==> config.mk <==
export PLATFORM = sky130hd
export DESIGN_NAME = jpeg_slide_ctrl_flat
export DESIGN_NICKNAME = d
export VERILOG_FILES = /design/src/rtl/jpeg_slide_ctrl_if.sv /design/src/rtl/jpeg_slide_ctrl.sv /design/src/flat_wrapper.sv
export SDC_FILE = /design/constraint.sdc
export NUM_CORES = 1
export LEC_CHECK = 0
export BUFFER_PORTS_ARGS = -buffer_cell sky130_fd_sc_hd__buf_2
export CAP_MARGIN = 20
export CORE_MARGIN = 5
export CORE_UTILIZATION = 39
export CTS_CLUSTER_SIZE = 40
export DETAILED_ROUTE_END_ITERATION = 10
export GPL_TIMING_DRIVEN = 0
export HOLD_SLACK_MARGIN = 0.06
export SETUP_SLACK_MARGIN = 0.4
export SYNTH_ARGS = -nofsm -noshare
export SYNTH_HDL_FRONTEND = slang
export SYNTH_SLANG_ARGS = --single-unit
==> constraint.sdc <==
create_clock -name i_sysclk -period 3.62 [get_ports i_sysclk]
set_input_delay 0.362 -clock i_sysclk [delete_from_list [all_inputs] [get_ports i_sysclk]]
set_output_delay 0.362 -clock i_sysclk [all_outputs]
set_load 0.01 [all_outputs]
==> src/rtl/jpeg_slide_ctrl_if.sv <==
// Read-request handshake between the slideshow controller and the SPI flash streamer.
interface jpeg_slide_ctrl_if #(
    parameter int unsigned ADDR_W = 24
) ();
    logic              rd_req;
    logic              rd_ack;
    logic [ADDR_W-1:0] rd_addr;

    modport master (output rd_req, output rd_addr, input rd_ack);
    modport slave  (input rd_req, input rd_addr, output rd_ack);
endinterface

==> src/rtl/jpeg_slide_ctrl.sv <==
// Button-driven JPEG slideshow sequencer: resets the decoder and requests each image from flash.
// Define JPEG_SLIDE_AUTO_EN to add an idle timer that auto-advances to the next image.
module jpeg_slide_ctrl #(
    parameter int unsigned                     NUM_OF_JPG           = 32,
    parameter int unsigned                     SPI_FLASH_ADDR_WIDTH = 24,
    parameter logic [SPI_FLASH_ADDR_WIDTH-1:0] START_ADDR           = 24'h100000,
    parameter logic [SPI_FLASH_ADDR_WIDTH-1:0] ADDR_OFFSET          = 24'h010000,
    parameter int unsigned                     DEBOUNCE_CYC         = 65536,
    parameter int unsigned                     AUTO_CYCLES          = 2 ** 26,
    localparam int unsigned                    IDX_W = (NUM_OF_JPG > 1) ? $clog2(NUM_OF_JPG) : 1
) (
    input  logic                      i_sysclk,
    input  logic                      i_rst,
    input  logic                      i_next,
    input  logic                      i_back,
    input  logic                      i_interrupt,
    output logic                      o_dec_rst,
    jpeg_slide_ctrl_if.master         rd_if,
    input  logic                      i_dec_done,
    output logic [IDX_W-1:0]          o_img_idx,
    output logic                      o_busy
);
    localparam int unsigned DB_W = $clog2(DEBOUNCE_CYC + 1);

    typedef enum logic [1:0] {S_RST_DEC, S_REQ, S_WAIT, S_IDLE} state_e;
    typedef enum logic [1:0] {P_NONE, P_NEXT, P_BACK} pend_e;

    state_e                          r_state, w_state_nxt;
    pend_e                           r_pend, w_pend_nxt, w_cmd, w_sel;
    logic [IDX_W-1:0]                r_idx, w_idx_nxt;
    logic [SPI_FLASH_ADDR_WIDTH-1:0] r_addr, w_addr_nxt, w_img_addr;
    logic [DB_W-1:0]                 r_next_cnt, r_back_cnt;
    logic                            r_next_prev, r_back_prev;
    logic                            w_next_lvl, w_back_lvl, w_next_ev, w_back_ev, w_auto_ev;

    function automatic logic [IDX_W-1:0] f_step(input pend_e cmd, input logic [IDX_W-1:0] idx);
        logic [IDX_W-1:0] last;
        last = IDX_W'(NUM_OF_JPG - 1);
        if (cmd == P_NEXT) return (idx == last) ? '0 : idx + IDX_W'(1);
        if (cmd == P_BACK) return (idx == '0) ? last : idx - IDX_W'(1);
        return idx;
    endfunction

    assign w_next_lvl = (r_next_cnt == DB_W'(DEBOUNCE_CYC));
    assign w_back_lvl = (r_back_cnt == DB_W'(DEBOUNCE_CYC));
    assign w_next_ev  = w_next_lvl & ~r_next_prev;
    assign w_back_ev  = w_back_lvl & ~r_back_prev;

    always_ff @(posedge i_sysclk) begin
        if (i_rst) begin
            r_next_cnt  <= '0;
            r_back_cnt  <= '0;
            r_next_prev <= 1'b0;
            r_back_prev <= 1'b0;
        end else begin
            // Counters saturate at the threshold so a held button yields a single event.
            r_next_cnt  <= !i_next ? '0 : (w_next_lvl ? r_next_cnt : r_next_cnt + DB_W'(1));
            r_back_cnt  <= !i_back ? '0 : (w_back_lvl ? r_back_cnt : r_back_cnt + DB_W'(1));
            r_next_prev <= w_next_lvl;
            r_back_prev <= w_back_lvl;
        end
    end

`ifdef JPEG_SLIDE_AUTO_EN
    localparam int unsigned AUTO_W = $clog2(AUTO_CYCLES + 1);
    logic [AUTO_W-1:0] r_auto_cnt;

    assign w_auto_ev = (r_state == S_IDLE) && (r_auto_cnt == AUTO_W'(AUTO_CYCLES - 1));

    always_ff @(posedge i_sysclk) begin
        if (i_rst || r_state != S_IDLE || w_next_ev || w_back_ev || w_auto_ev) begin
            r_auto_cnt <= '0;
        end else begin
            r_auto_cnt <= r_auto_cnt + AUTO_W'(1);
        end
    end
`else
    assign w_auto_ev = 1'b0;
`endif

    // Simultaneous next and back cancel each other.
    always_comb begin
        w_cmd = P_NONE;
        if ((w_next_ev | w_auto_ev) && !w_back_ev) w_cmd = P_NEXT;
        if (w_back_ev && !(w_next_ev | w_auto_ev)) w_cmd = P_BACK;
    end

    assign w_img_addr = START_ADDR + SPI_FLASH_ADDR_WIDTH'(r_idx) * ADDR_OFFSET;

    always_comb begin
        w_state_nxt = r_state;
        w_pend_nxt  = r_pend;
        w_idx_nxt   = r_idx;
        w_addr_nxt  = r_addr;
        w_sel       = (w_cmd != P_NONE) ? w_cmd : r_pend;
        unique case (r_state)
            S_RST_DEC: begin
                w_addr_nxt  = w_img_addr;
                w_state_nxt = S_REQ;
                if (w_cmd != P_NONE) w_pend_nxt = w_cmd;
            end
            S_REQ: begin
                if (i_interrupt) begin
                    w_pend_nxt  = P_NONE;
                    w_state_nxt = S_RST_DEC;
                end else begin
                    if (w_cmd != P_NONE) w_pend_nxt = w_cmd;
                    if (rd_if.rd_ack) w_state_nxt = S_WAIT;
                end
            end
            S_WAIT: begin
                if (i_interrupt) begin
                    w_pend_nxt  = P_NONE;
                    w_state_nxt = S_RST_DEC;
                end else if (i_dec_done) begin
                    w_pend_nxt = P_NONE;
                    if (w_sel != P_NONE) begin
                        w_idx_nxt   = f_step(w_sel, r_idx);
                        w_state_nxt = S_RST_DEC;
                    end else begin
                        w_state_nxt = S_IDLE;
                    end
                end else if (w_cmd != P_NONE) begin
                    w_pend_nxt = w_cmd;
                end
            end
            S_IDLE: begin
                if (w_cmd != P_NONE) begin
                    w_idx_nxt   = f_step(w_cmd, r_idx);
                    w_state_nxt = S_RST_DEC;
                end
            end
            default: w_state_nxt = S_RST_DEC;
        endcase
    end

    always_ff @(posedge i_sysclk) begin
        if (i_rst) begin
            r_state <= S_RST_DEC;
            r_pend  <= P_NONE;
            r_idx   <= '0;
            r_addr  <= START_ADDR;
        end else begin
            r_state <= w_state_nxt;
            r_pend  <= w_pend_nxt;
            r_idx   <= w_idx_nxt;
            r_addr  <= w_addr_nxt;
        end
    end

    // Gated by i_rst so the pulse appears only once the decoder reset is actually released.
    assign o_dec_rst     = (r_state == S_RST_DEC) && !i_rst;
    assign rd_if.rd_req  = (r_state == S_REQ);
    assign rd_if.rd_addr = r_addr;
    assign o_img_idx     = r_idx;
    assign o_busy        = (r_state != S_IDLE);
endmodule

==> src/flat_wrapper.sv <==
// flat-port wrapper written by rule: the top's interface ports become plain ports
module jpeg_slide_ctrl_flat 
#(
    parameter int unsigned                     NUM_OF_JPG           = 32,
    parameter int unsigned                     SPI_FLASH_ADDR_WIDTH = 24,
    parameter logic [SPI_FLASH_ADDR_WIDTH-1:0] START_ADDR           = 24'h100000,
    parameter logic [SPI_FLASH_ADDR_WIDTH-1:0] ADDR_OFFSET          = 24'h010000,
    parameter int unsigned                     DEBOUNCE_CYC         = 65536,
    parameter int unsigned                     AUTO_CYCLES          = 2 ** 26,
    localparam int unsigned                    IDX_W = (NUM_OF_JPG > 1) ? $clog2(NUM_OF_JPG) : 1
)
  (i_sysclk, i_rst, i_next, i_back, i_interrupt, o_dec_rst, i_dec_done, o_img_idx, o_busy, rd_if_rd_req, rd_if_rd_addr, rd_if_rd_ack);
  jpeg_slide_ctrl_if #(.ADDR_W(24)) rd_if_i ();
  input  logic i_sysclk;
  input  logic i_rst;
  input  logic i_next;
  input  logic i_back;
  input  logic i_interrupt;
  output logic o_dec_rst;
  input  logic i_dec_done;
  output logic [IDX_W-1:0] o_img_idx;
  output logic o_busy;
  output wire logic [$bits(rd_if_i.rd_req)-1:0] rd_if_rd_req;
  output wire logic [$bits(rd_if_i.rd_addr)-1:0] rd_if_rd_addr;
  input wire logic [$bits(rd_if_i.rd_ack)-1:0] rd_if_rd_ack;
  assign rd_if_rd_req = rd_if_i.rd_req;
  assign rd_if_rd_addr = rd_if_i.rd_addr;
  assign rd_if_i.rd_ack = rd_if_rd_ack;
  jpeg_slide_ctrl #(.NUM_OF_JPG(NUM_OF_JPG), .SPI_FLASH_ADDR_WIDTH(SPI_FLASH_ADDR_WIDTH), .START_ADDR(START_ADDR), .ADDR_OFFSET(ADDR_OFFSET), .DEBOUNCE_CYC(DEBOUNCE_CYC), .AUTO_CYCLES(AUTO_CYCLES)) u_core (.i_sysclk(i_sysclk), .i_rst(i_rst), .i_next(i_next), .i_back(i_back), .i_interrupt(i_interrupt), .o_dec_rst(o_dec_rst), .rd_if(rd_if_i), .i_dec_done(i_dec_done), .o_img_idx(o_img_idx), .o_busy(o_busy));
endmodule
==> flow_metrics.tcl, run 1 <==
set metrics [dict create \
    status "complete, no violations" \
    grt_pass1_vias 2132 \
    critical_path_class "flop to flop" \
    netlist_top_cells_area "dfxtp_1 35%, xor2_1 6.4%, nor2_1 6.3%, ha_1 6.1%, buf_4 6.0%" \
    yosysSeqAreaShare_pct 35.46 \
    dr_total_vias 2235 \
    wl_per_cell_um 11.34 \
    grt_pass1_wl_mm 9.459 \
    htreeDepth 2 \
    core_um2 7214 \
    grt_max_degree 18 \
    yosys.area.top_type "dfxtp_1" \
    initial_core_util_pct 39.91 \
    critPathMaxFanout 10 \
    cts_root_buf "clkbuf_8" \
    fin_crit_sh_pct 82.97 \
    layout-drive-gt1-share_pct 17.85 \
    drtIter0Drc 92 \
    final.fill_count 756 \
    portBuffers 19 \
    synthArstFlopShare_pct 0 \
    rsz0062_at_grt "no" \
    p_leak_nw 1.289 \
    crit_arrival_ns 3.19 \
    dp_worst_setup_slack_ns 0.5952 \
    final_nets 401 \
    synth_warnings 0 \
    syn2layout_area_growth_pct 13.86 \
    clk_latency_ns 0.31 \
    post_synth_most_frequent_cells "51 x dfxtp_1, 48 x nor2_1, 29 x nand2_1" \
    clk_path_buf_depth 2 \
    ys_ff_latch 51 \
    grt-ovfl-total 0 \
    syn-cell-area_um2 2879 \
    max_slew_margin_pct 59.56 \
    drv_cap 0 \
    yosysTopAreaCellShare_pct 35.46 \
    finalCriticalPeriod_ns 3.004 \
    antenna_cells 0 \
    utilization_pct 45.44 \
    synth_top_flop_cell "dfxtp_1" \
    postCtsSetupRepairBufs 0 \
    synth.avg_cell_area_um2 8.543 \
    worst_slew_pin_slew_ns 0.6000 \
    dieArea_um2 9201 \
    fin_skew_ns 0.01183 \
    final-seq-area_um2 1021 \
    postRouteAntennaNets 0 \
    clock_sinks 51 \
    synthCells 337 \
    cts_resized 0 \
    yosys.cell_count.top_type "dfxtp_1" \
    drt_first_pass_iters 4 \
    tns_ns 0 \
    worst_slack_ns 0.6164 \
    hold_viol 0 \
    setup_viol 0 \
    fp-row-count 31 \
    grtUsageTotal_pct 12.90 \
    wl_mm 5.444 \
    clk_pin_slew_ns 0.10 \
    drv_slew 0 \
    cp-end-kind "flop" \
    vias_per_cell 4.656 \
    fmax_mhz 332.9 \
    multi_input_area_um2 1667 \
    critPathLaunchType "flop" \
    io_pins 39 \
    cp.required_ns 3.80 \
    cts_tree "yes" \
    hp-class "input pin to flop" \
    synth_edf_count 0 \
    gp_congestion 0.7823 \
    die_y_um 95.92 \
    antenna_found_initial 0 \
    drc 0 \
    die_w_um 95.92 \
    cts_hold_buf 0 \
    p_per_area_nw_per_um2 323.1 \
    cts_made_buffers 5 \
    synth.distinct_cells 47 \
    post-dp-hpwl_mm 4.135 \
    ir_drop_v 0.0001676 \
]
-- area by class of cell --
| class | instances | share of cell area [%] |
|---|---|---|
| Buffer | 30 | 6.069 |
| Tap cell | 99 | 3.779 |
| Sequential cell | 51 | 31.15 |
| Multi-Input combinational cell | 258 | 50.84 |
| Clock buffer | 5 | 2.099 |
| Inverter | 15 | 1.718 |
| Clock inverter | 3 | 1.450 |
| Timing Repair Buffer | 19 | 2.901 |
-- metrics by stage --
step / total power, mW / hold slack (ns) / cells / instance area [um2]
3_5_place_dp: 0.6637 / 0.4575 / 472 / 3162
6_report: 1.059 / 0.4612 / 480 / 3278
4_1_cts: 1.077 / 0.4491 / 480 / 3278
5_1_grt: 1.110 / 0.4805 / 480 / 3278
3_3_place_gp: 0.6626 / 0.4582 / 472 / 3162
2_1_floorplan: 0.6452 / 0.4671 / 354 / 2943
-- cells in the final DEF, fill, tap and decap left out, drive strengths merged, types with 12 or more instances in the layout --
master and instances:
a21oi 22, buf 42, clkbuf 12, conb 18, dfxtp 51, ha 14
inv 16, nand2 29, nand3 12, nor2 48, o21ai 12, xor2 21
-- final timing paths --
path / startpoint / slack [ns] / cells after the start / to
worst min register to register: u_core.rd_if.rd_addr[21]$_SDFFE_PP0N_ / 0.47 / 2 / u_core.rd_if.rd_addr[21]$_SDFFE_PP0N_
worst max-delay path: u_core.r_next_cnt[0]$_SDFFE_PP0P_ / 0.62 / 13 / u_core.o_img_idx[2]$_SDFFE_PP0P_
worst min-delay path: i_interrupt / 0.46 / 4 / u_core.r_state[1]$_SDFFE_PP0P_
worst max register to register: u_core.r_next_cnt[0]$_SDFFE_PP0P_ / 0.62 / 13 / u_core.o_img_idx[2]$_SDFFE_PP0P_
-- where the power goes --
part | leakage (nW) | total [mW] | switching, mW | internal [mW]
clock network | 0.0587 | 0.409 | 0.199 | 0.210
logic | 0.819 | 0.0817 | 0.0466 | 0.0351
registers | 0.412 | 0.569 | 0.00407 | 0.565
-- routing by layer --
layer	GRT usage, %	vias up	part of all wire (%)
li1	-	1194	-
met1	16.60	997	48
met2	20.50	35	46
met3	3.284	9	4.5
met4	5.332	0	1.9
met5	0	-	0
-- flip-flops by register name, summed over array words and instances, names as in the netlist --
register / count
u_core.o_img_idx: 5
u_core.r_back_cnt: 17
u_core.r_back_prev: 1
u_core.r_next_cnt: 17
u_core.r_next_prev: 1
u_core.r_pend: 2
u_core.r_state: 2
u_core.rd_if.rd_addr: 6
-- cell families after synthesis --
| kind of cell | Yosys count | synth area share [%] |
|---|---|---|
| muxes | 8 | 2.912 |
| xor gates and xnor gates | 27 | 8.214 |
| and+or+nand+nor | 144 | 27.07 |
| DFF | 51 | 35.46 |
| AOI/OAI and AO/OA | 47 | 11.26 |
| buffers and inverters | 45 | 8.866 |
| other | 1 | 0.1303 |
| adders and majority gates | 14 | 6.084 |
-- critical path, stage by stage, from the launching register on --
cell and delay, ns:
dfxtp_1 0.34, inv_1 0.09, ha_1 0.15, nor4b_2 0.22
and4_2 0.32, nand2_1 0.08, ha_1 0.28, clkbuf_1 0.22
nor3_1 0.23, o211ai_1 0.16, o211ai_4 0.17, mux2_1 0.35
a21oi_1 0.18, a211oi_2 0.06
Note: power is estimated with default switching activity, not from simulation.
==> run 2, diff against run 1 <==
- clock period: 3.62 -> 2.95 ns (I/O delays scaled with it)
==> run 2 against run 1 <==
Effect of this change: non-clock buffer count increased by 15; clock skew decreased by 0.0031 ns; first-iteration DRC count is 40% lower; worst setup slack worse by 0.21 ns; cell area is 8.8% higher; sequential power up 23%; sequential cell count is the same; sequential share of layout area fell by 2.2 points.
==> flow_metrics.tcl, run 2 (synthesis gave the netlist of run 1 again) <==
set metrics [dict create \
    status "complete, no violations" \
    vias_per_cell 4.704 \
    layout-drive-gt1-share_pct 28.21 \
    setup_viol 0 \
    io_pins 39 \
    rsz0062_at_grt "yes" \
    fin_skew_ns 0.008759 \
    finalCriticalPeriod_ns 2.547 \
    cts_made_buffers 5 \
    final_nets 417 \
    fin_crit_sh_pct 86.33 \
    cp_cell_sequence "inv_2, ha_4, nor4b_4, and4_4, nand2_4, ha_4, buf_8, nor3_4, o211ai_1, o211ai_4, mux2_4, a21oi_2, a211oi_2" \
    postRouteAntennaNets 0 \
    cts_tree "yes" \
    slowest_stage "dfxtp_2" \
    drtIter0Drc 55 \
    critPathMaxFanout 8 \
    hp-start "i_rst" \
    drv_cap 0 \
    antenna_cells 0 \
    grt_pass1_wl_mm 9.915 \
    drc 0 \
    gp_congestion 0.7876 \
    wl_per_cell_um 12.23 \
    crit_start "u_core.r_next_cnt[1]$_SDFFE_PP0P_" \
    dieArea_um2 9201 \
    crit_arrival_ns 2.73 \
    hp-class "input pin to flop" \
    fp-row-count 31 \
    clock_sinks 51 \
    cp-end-kind "flop" \
    clk_path_buf_depth 2 \
    drv_slew 0 \
    tns_ns 0 \
    post-dp-hpwl_mm 4.182 \
    critPathLaunchType "flop" \
    cts_root_buf "clkbuf_8" \
    antenna_found_initial 0 \
    cp_slowest_stage_delay_ns 0.33 \
    p_leak_nw 1.397 \
    max_slew_margin_pct 58.69 \
    grt_max_degree 17 \
    dr_total_vias 2333 \
    rr_startpoint "u_core.r_next_cnt[1]$_SDFFE_PP0P_" \
    die_y_um 95.92 \
    crit_top_cell "ha_4" \
    core_um2 7214 \
    grtUsageTotal_pct 13.59 \
    wl_mm 6.066 \
    p_per_area_nw_per_um2 346.8 \
    critical_path_class "flop to flop" \
    layout_commonest_cell "nor2_1" \
    hold_viol 0 \
    portBuffers 19 \
    initial_core_util_pct 39.91 \
    power_mw 1.237 \
    grt_pass1_vias 2151 \
    worst_slew_pin_slew_ns 0.6159 \
    dpl-instance-area_um2 3198 \
    fmax_mhz 392.7 \
    syn2layout_area_growth_pct 23.90 \
    regToRegSetupSlack_ns 0.40 \
    die_w_um 95.92 \
    ir_drop_v 0.0001562 \
    cts_hold_buf 0 \
    dp_cells 472 \
    layout_common_cells "47 x nor2_1, 42 x dfxtp_1, 38 x buf_4" \
    instances_no_fill 496 \
    drt_first_pass_iters 4 \
    stdcell_area_um2 3567 \
    clk_latency_ns 0.31 \
    grt-ovfl-total 0 \
    cp.required_ns 3.14 \
    clk_pin_slew_ns 0.10 \
    htreeDepth 2 \
]
-- run 2: layout make-up --
type	count	area (um2)
clock buffers	6	82.58
flip-flops and latches	51	1032
well taps	99	123.9
repair buffers	34	207.7
plain buffers	30	210.2
inverters	15	56.30
multi-input cells	259	1838
clock inverters	2	16.27
fillers	726	3647
-- run 2: repair_timing --
action / 4_1_cts / 5_1_grt
hold endpoints to repair: 0 / 0
cloned: 1 / 0
setup endpoints to repair: 7 / 7
pin swaps: 9 / 13
setup buffers: 8 / 7
gates resized for setup: 13 / 21
-- run 2: power breakdown --
group          switching (mW)  internal (mW)
clock network           0.236          0.192
registers             0.00501          0.693
logic                  0.0613         0.0493
total                   0.303          0.934
-- run 2: path summary, 6_finish.rpt --
| check | to | depth (start not counted) |
|---|---|---|
| worst min-delay path | u_core.o_img_idx[4]$_SDFFE_PP0P_ | 2 |
| worst max register to register | u_core.o_img_idx[2]$_SDFFE_PP0P_ | 13 |
| worst max-delay path | u_core.o_img_idx[2]$_SDFFE_PP0P_ | 13 |
| worst min register to register | u_core.rd_if.rd_addr[21]$_SDFFE_PP0N_ | 2 |
-- run 2: stage by stage --
step / hold WS, ns / worst slack, ns / utilization (%)
after floorplan: 0.4671 / 0.4125 / -
after global placement: 0.4603 / 0.1511 / 44.33
after detailed placement: 0.4637 / 0.1288 / 44.33
after CTS: 0.3820 / 0.4127 / 47.54
after global routing: 0.4042 / 0.2896 / 49.45
final: 0.3873 / 0.4034 / 49.45
-- run 2: per-layer routing --
| layer | up-vias | GRT usage (%) | routed length (um) |
|---|---|---|---|
| li1 | 1223 | - | - |
| met1 | 1072 | 17.91 | 2925 |
| met2 | 31 | 22.00 | 2851 |
| met3 | 7 | 2.737 | 214 |
| met4 | 0 | 4.858 | 75 |
| met5 | - | 0 | 0 |
-- run 2: worst max-delay path: cells and delay by family (launching register included) --
kind	cells	cell delay [ns]
DFF	1	0.33
and+or+nand+nor	4	0.63
AOI/OAI and AO/OA	4	0.56
muxes	1	0.33
buffers and inverters	2	0.21
adders and majority gates	2	0.35
